==> config.mk <==
export PLATFORM = sky130hd
export DESIGN_NAME = load_extend_unit_flat
export DESIGN_NICKNAME = d
export VERILOG_FILES = /design/src/rtl/load_ext_pkg.sv /design/src/rtl/load_extend_unit_if.sv /design/src/rtl/load_extend_unit_ext_lane.sv /design/src/rtl/load_extend_unit.sv /design/src/flat_wrapper.sv
export SDC_FILE = /design/constraint.sdc
export NUM_CORES = 1
export LEC_CHECK = 0
export BUFFER_PORTS_ARGS = -buffer_cell sky130_fd_sc_hd__clkbuf_2
export CAP_MARGIN = 5
export CORE_MARGIN = 3
export CORE_UTILIZATION = 55
export CTS_CLUSTER_SIZE = 10
export DETAILED_ROUTE_END_ITERATION = 8
export GPL_ROUTABILITY_DRIVEN = 0
export PLACE_DENSITY = 0.79
export SYNTH_ARGS = -nofsm -noshare
export SYNTH_HDL_FRONTEND = slang
export SYNTH_SLANG_ARGS = --single-unit
==> constraint.sdc <==
create_clock -name clk -period 5.43 [get_ports clk]
set_input_delay 0 -clock clk [delete_from_list [all_inputs] [get_ports clk]]
set_output_delay 0 -clock clk [all_outputs]
set_load 0.02 [all_outputs]
==> src/rtl/load_ext_pkg.sv <==
// Shared definitions for the load extend unit.
//   size_e       : access size encoding carried on in_size
//   fifo_entry_t : one buffered result (data sized for the widest build, plus error flag)
//   FIFO_DEPTH   : number of result slots between request and response sides
package load_ext_pkg;

   typedef enum logic [1:0] {
      SZ_BYTE  = 2'b00,
      SZ_HALF  = 2'b01,
      SZ_WORD  = 2'b10,
      SZ_DWORD = 2'b11
   } size_e;

   localparam int MAX_DATA_W = 64;
   localparam int FIFO_DEPTH = 2;

   // Data is held at the maximum width; narrower builds use the low DATA_W bits.
   typedef struct packed {
      logic [MAX_DATA_W-1:0] data;
      logic                  err;
   } fifo_entry_t;

endpackage

==> src/rtl/load_extend_unit_if.sv <==
// Request/response bus of the load extend unit.
//   request side : in_valid, in_ready, in_data, in_off, in_size, in_zext
//   response side: out_valid, out_ready, out_data, out_err
//   master modport drives requests and consumes results; slave is the unit.
interface load_extend_unit_if #(
   parameter int DATA_W = 32,
   parameter int OFF_W  = $clog2(DATA_W/8)
);
   logic              in_valid;
   logic              in_ready;
   logic [DATA_W-1:0] in_data;
   logic [OFF_W-1:0]  in_off;
   logic [1:0]        in_size;
   logic              in_zext;
   logic              out_valid;
   logic              out_ready;
   logic [DATA_W-1:0] out_data;
   logic              out_err;

   modport master (
      output in_valid, in_data, in_off, in_size, in_zext, out_ready,
      input  in_ready, out_valid, out_data, out_err
   );

   modport slave (
      input  in_valid, in_data, in_off, in_size, in_zext, out_ready,
      output in_ready, out_valid, out_data, out_err
   );
endinterface

==> src/rtl/load_extend_unit_ext_lane.sv <==
// ext_lane: combinational field extraction and zero/sign extension.
//   data   : raw memory word
//   off    : byte offset of the field within data
//   size   : field size (byte/half/word/double)
//   zext   : 1 = zero-extend, 0 = sign-extend
//   result : extended field (0 when err)
//   err    : field wider than the data path, or misaligned when
//            LOAD_EXT_ALIGN_CHECK_EN is defined
// Without LOAD_EXT_ALIGN_CHECK_EN, misaligned fields are extracted as-is and
// bits past the top of data read as 0.
module ext_lane
   import load_ext_pkg::*;
#(
   parameter int DATA_W = 32,
   parameter int OFF_W  = $clog2(DATA_W/8)
) (
   input  logic [DATA_W-1:0] data,
   input  logic [OFF_W-1:0]  off,
   input  logic [1:0]        size,
   input  logic              zext,
   output logic [DATA_W-1:0] result,
   output logic              err
);

   logic [DATA_W-1:0] shifted;
   logic [2:0]        off_ext;
   int                fw;
   logic              sign;
   logic              misalign;

   always_comb begin
      // logical shift: bits above the word fill with 0
      shifted  = data >> {off, 3'b000};
      off_ext  = 3'(off);
      fw       = int'(7'd8 << size);
      sign     = 1'b0;
      misalign = 1'b0;
      result   = '0;

      for (int i = 0; i < DATA_W; i++)
         if (i == fw - 1) sign = shifted[i];

`ifdef LOAD_EXT_ALIGN_CHECK_EN
      case (size_e'(size))
         SZ_BYTE:  misalign = 1'b0;
         SZ_HALF:  misalign = off_ext[0];
         SZ_WORD:  misalign = |off_ext[1:0];
         default:  misalign = |off_ext;
      endcase
`endif

      err = (fw > DATA_W) || misalign;

      // full-width field leaves no upper bits, so it passes straight through
      for (int i = 0; i < DATA_W; i++)
         result[i] = (i < fw) ? shifted[i] : (!zext & sign);

      if (err) result = '0;
   end

endmodule

==> src/rtl/load_extend_unit.sv <==
// load_extend_unit: accepts load requests, extracts/extends the addressed
// field via ext_lane, and buffers results in a 2-entry FIFO.
//   clk, rst : clock, asynchronous active-high reset
//   bus      : slave side of load_extend_unit_if (valid/ready on both sides)
// in_ready and out_valid depend only on the registered count, so there is no
// combinational path from out_ready to in_ready. A full FIFO cannot accept in
// the same cycle it retires.
// Build option: LOAD_EXT_ALIGN_CHECK_EN (misaligned requests flagged as errors).
module load_extend_unit
   import load_ext_pkg::*;
#(
   parameter int DATA_W = 32,
   parameter int OFF_W  = $clog2(DATA_W/8)
) (
   input logic               clk,
   input logic               rst,
   load_extend_unit_if.slave bus
);

   localparam int PTR_W = $clog2(FIFO_DEPTH);

   fifo_entry_t       mem [FIFO_DEPTH];
   fifo_entry_t       head;
   logic [PTR_W-1:0]  wr_ptr;
   logic [PTR_W-1:0]  rd_ptr;
   logic [1:0]        count;
   logic [DATA_W-1:0] lane_result;
   logic              lane_err;
   logic              accept;
   logic              retire;

   ext_lane #(.DATA_W(DATA_W), .OFF_W(OFF_W)) u_lane (
      .data   (bus.in_data),
      .off    (bus.in_off),
      .size   (bus.in_size),
      .zext   (bus.in_zext),
      .result (lane_result),
      .err    (lane_err)
   );

   assign bus.in_ready  = (count != 2'(FIFO_DEPTH));
   assign bus.out_valid = (count != 2'd0);
   assign accept        = bus.in_valid && bus.in_ready;
   assign retire        = bus.out_valid && bus.out_ready;

   assign head         = mem[rd_ptr];
   assign bus.out_data = bus.out_valid ? head.data[DATA_W-1:0] : '0;
   assign bus.out_err  = bus.out_valid & head.err;

   always_ff @(posedge clk or posedge rst) begin
      if (rst) begin
         count  <= '0;
         wr_ptr <= '0;
         rd_ptr <= '0;
         for (int i = 0; i < FIFO_DEPTH; i++) mem[i] <= '0;
      end else begin
         if (accept) begin
            mem[wr_ptr] <= '{data: MAX_DATA_W'(lane_result), err: lane_err};
            wr_ptr      <= wr_ptr + 1'b1;
         end
         if (retire) rd_ptr <= rd_ptr + 1'b1;
         case ({accept, retire})
            2'b10:   count <= count + 2'd1;
            2'b01:   count <= count - 2'd1;
            default: count <= count;
         endcase
      end
   end

endmodule

==> src/flat_wrapper.sv <==
// flat-port wrapper written by rule: the top's interface ports become plain ports
module load_extend_unit_flat import load_ext_pkg::*;
#(
   parameter int DATA_W = 32,
   parameter int OFF_W  = $clog2(DATA_W/8)
)
  (clk, rst, bus_in_valid, bus_in_data, bus_in_off, bus_in_size, bus_in_zext, bus_out_ready, bus_in_ready, bus_out_valid, bus_out_data, bus_out_err);
  load_extend_unit_if #(.DATA_W(DATA_W), .OFF_W(OFF_W)) bus_i ();
  input logic clk;
  input logic rst;
  input wire logic [$bits(bus_i.in_valid)-1:0] bus_in_valid;
  input wire logic [$bits(bus_i.in_data)-1:0] bus_in_data;
  input wire logic [$bits(bus_i.in_off)-1:0] bus_in_off;
  input wire logic [$bits(bus_i.in_size)-1:0] bus_in_size;
  input wire logic [$bits(bus_i.in_zext)-1:0] bus_in_zext;
  input wire logic [$bits(bus_i.out_ready)-1:0] bus_out_ready;
  output wire logic [$bits(bus_i.in_ready)-1:0] bus_in_ready;
  output wire logic [$bits(bus_i.out_valid)-1:0] bus_out_valid;
  output wire logic [$bits(bus_i.out_data)-1:0] bus_out_data;
  output wire logic [$bits(bus_i.out_err)-1:0] bus_out_err;
  assign bus_i.in_valid = bus_in_valid;
  assign bus_i.in_data = bus_in_data;
  assign bus_i.in_off = bus_in_off;
  assign bus_i.in_size = bus_in_size;
  assign bus_i.in_zext = bus_in_zext;
  assign bus_i.out_ready = bus_out_ready;
  assign bus_in_ready = bus_i.in_ready;
  assign bus_out_valid = bus_i.out_valid;
  assign bus_out_data = bus_i.out_data;
  assign bus_out_err = bus_i.out_err;
  load_extend_unit #(.DATA_W(DATA_W), .OFF_W(OFF_W)) u_core (.clk(clk), .rst(rst), .bus(bus_i));
endmodule
==> metrics.txt <==
worst slack at placement 2.79 ns; area occupied by multi-input gates 2130 um^2; Area contributors post-synth dfrtp_1 43%, mux2i_1 13%, nor2_1 8.7%, o21ai_0 4.1%, nand2_1 3.3%; Slew @ Worst Pin between 1 and 1.5 ns; critical path endpoint category flop; Layout Skew ~0.0036 ns; # DRC 0; Die ar. 8390 um^2; Hold Path End u_core.wr_ptr; Slew Limit Fails 0; crit-path cells clkbuf_2, mux4_2, mux2i_1, o22ai_1; Worst R2R End u_core.mem[25]; number of port buffers between 70 and 80; clock latency on the worst-skew pair between 0.3 and 0.4 ns; DR iter-0 viols approximately 440; via count 3623; number of global-route vias before repair between 3000 and 4000; Syn Inst Count between 400 and 500; RSZ-0062 raised after global routing no; commonest cells in the netlist 93 x nor2_1, 70 x dfrtp_1, 53 x mux2i_1; WHS Path Cells 4; # Max-Cap Violations 0; pwr/cell area 573 nW/um^2; largest net degree at the start of global routing 71; met1 GRT Util ~36%; Worst EP required about 5.6 ns; Hold WC Path Type in2reg; r2r setup slk around 3.4 ns; CTS buffer count 9; setup ws final 3.05 ns; Nets 550; die width 91.6 um; # setup viols final 0; post-synth cell types 38; cell taking the most area after synthesis dfrtp_1; top-count cell post-synth nor2_1; Initial Util between 50% and 60%; area delta synth->final 15.6%; area occupied by registers 1750 um^2; post-DP HPWL about 7.3 mm; Worst Path Max Fanout 37; Yosys reg bits 70; Hold WS 0.000128 ns; 1st-pass router iterations 5; Worst-path clk slew approximately 0.080 ns; Top Ports 76; CP arrival about 2.6 ns; FMAX between 0.4 and 0.5 GHz; peak supply drop about 0.25 mV; Die Ht ~90 um; met3 usage 5.22%; number of nets with antenna violations after routing 0; Mapped Area between 4000 and 5000 um^2; CTS Hold Bufs 2; Synth Area per Inst between 9 and 10 um^2; number of synthesized flops with an enable pin 0; fin area roughly 4700 um^2; post-synthesis sequential area ratio between 40% and 50%; Power, Total about 2.7 mW; final core occ 67.1%; Non-Filler Instances ~610; CTS Root Cell clkbuf_8; slowest CP cell mux2i_1; Crit path max-delay family multiplexers; clk sinks 70; minimum clock period approximately 2.4 ns; initial antenna violation count 0; drt total wl 11.0 mm; gr busiest metal met2; crit share post-route a little over two fifths; setup TNS 0 ns; layout cells sized above 1 about 23%; Post-Place Cell Area between 4000 and 5000 um^2; Worst Path Buf+Inv 1; Critical Path Source Type input port; Worst slew margin 11.7%; # rows 30; clk buf depth 2; async set-reset flop share out of synthesis between 90% and 100%; synth warn 0; fill count a little under 600; ANT cells 0; grt ovf 0; CTS resizes 0; FF-to-FF path depth 6; critical path type in2reg; Leak 2.19 nW; Post-CTS Setup Repair Bufs 0; TritonCTS clock tree built; routed vias/inst 5.97; met2 usage between 40% and 50%; hold_sp bus_in_valid; global-route wire length before repair around 18 mm; H-tree levels 3; status finished clean; Tot GR Track Use a little over a quarter; Worst path max stage delay 1.02 ns; reg-to-reg startpoint u_core.count[0]; area of the core around 6900 um^2; wire length per cell 18.1 um; area share of the largest cell type after synthesis between 40 and 50%; Main synth FF type dfrtp_1; final hold violations 0; DP Cell Count slightly below 600
[tightest hold or removal path: cells and delay by family]
family / cells / cell delay (ns)
buffers and inverters: 1 / 0.11
AND/OR/NAND/NOR: 3 / 0.22
[cell usage in the layout, fill, tap and decap left out, drive strengths merged, types with 2 or more instances in the layout]
cell | synthesis | layout
nor3b | 2 | 2
o2bb2ai | 7 | 7
a21boi | 8 | 8
o21ai | 33 | 33
clkinv | 0 | 3
xor2 | 3 | 3
nor2 | 93 | 93
clkbuf | 22 | 85
a31oi | 2 | 2
dlygate4sd3 | 0 | 2
a2111oi | 2 | 2
o22ai | 17 | 17
a21oi | 8 | 8
ha | 2 | 2
o31ai | 2 | 2
a22oi | 15 | 15
o211ai | 6 | 6
nand2 | 35 | 35
nand3 | 2 | 2
nor2b | 3 | 3
xnor2 | 2 | 2
nor3 | 4 | 4
and2 | 2 | 2
inv | 8 | 9
nor4 | 2 | 2
nand2b | 2 | 2
mux2i | 54 | 54
conb | 1 | 2
dfrtp | 70 | 70
mux2 | 6 | 6
a211oi | 16 | 16
buf | 9 | 8
[cell type report]
class	count	share of cell area (%)
Multi-Input combinational cell	333	45.7
Inverter	8	0.645
Clock buffer	10	2.95
Timing Repair Buffer	85	9.78
Clock inverter	5	0.752
Tap cell	96	2.58
Sequential cell	70	37.6
[registers in the layout, indices dropped and copies added (netlist names)]
| name | flops |
|---|---|
| u_core.rd_ptr | 1 |
| u_core.wr_ptr | 1 |
| u_core.mem | 66 |
| u_core.count | 2 |
[where the power goes]
part / total [mW] / internal (mW) / switching, mW
Combinational: 1.30 / 0.507 / 0.792
Clock: 0.389 / 0.176 / 0.212
Sequential: 0.980 / 0.771 / 0.209
Total: 2.67 / 1.45 / 1.21
[cell families (layout without fill, tap and decap cells)]
| family | after synthesis | in the layout | share of synthesized area [%] |
|---|---|---|---|
| AND/OR/NAND/NOR | 146 | 146 | 15.1 |
| AO/OA/AOI/OAI | 117 | 117 | 19.9 |
| flip-flops | 70 | 70 | 43.5 |
| multiplexers | 61 | 61 | 15.7 |
| buffers and inverters | 39 | 108 | 4.04 |
| XOR/XNOR | 5 | 5 | 1.09 |
| adder cells (fa/ha/maj) | 2 | 2 | 0.621 |
| other | 1 | 2 | 0.0930 |
[metal layers]
layer / wire length, um / vias to the layer above
met2: 5190 / 170
met4: 244 / 0
met5: 0 / -
met1: 4720 / 1731
li1: - / 1696
met3: 823 / 26
[worst max path at each step]
stage | from | endpoint | slack (ns) | cells after the start
after floorplan | rst | u_core.count[0] | 3.66 | 1
after global placement | bus_in_off[0] | u_core.mem[82] | 2.88 | 4
after detailed placement | bus_in_off[0] | u_core.mem[20] | 2.79 | 4
after CTS | bus_in_off[0] | u_core.mem[20] | 3.17 | 4
after global routing | bus_in_off[0] | u_core.mem[20] | 2.95 | 4
final | bus_in_off[0] | u_core.mem[20] | 3.05 | 4
No activity file was read; power rests on OpenSTA's default activity.
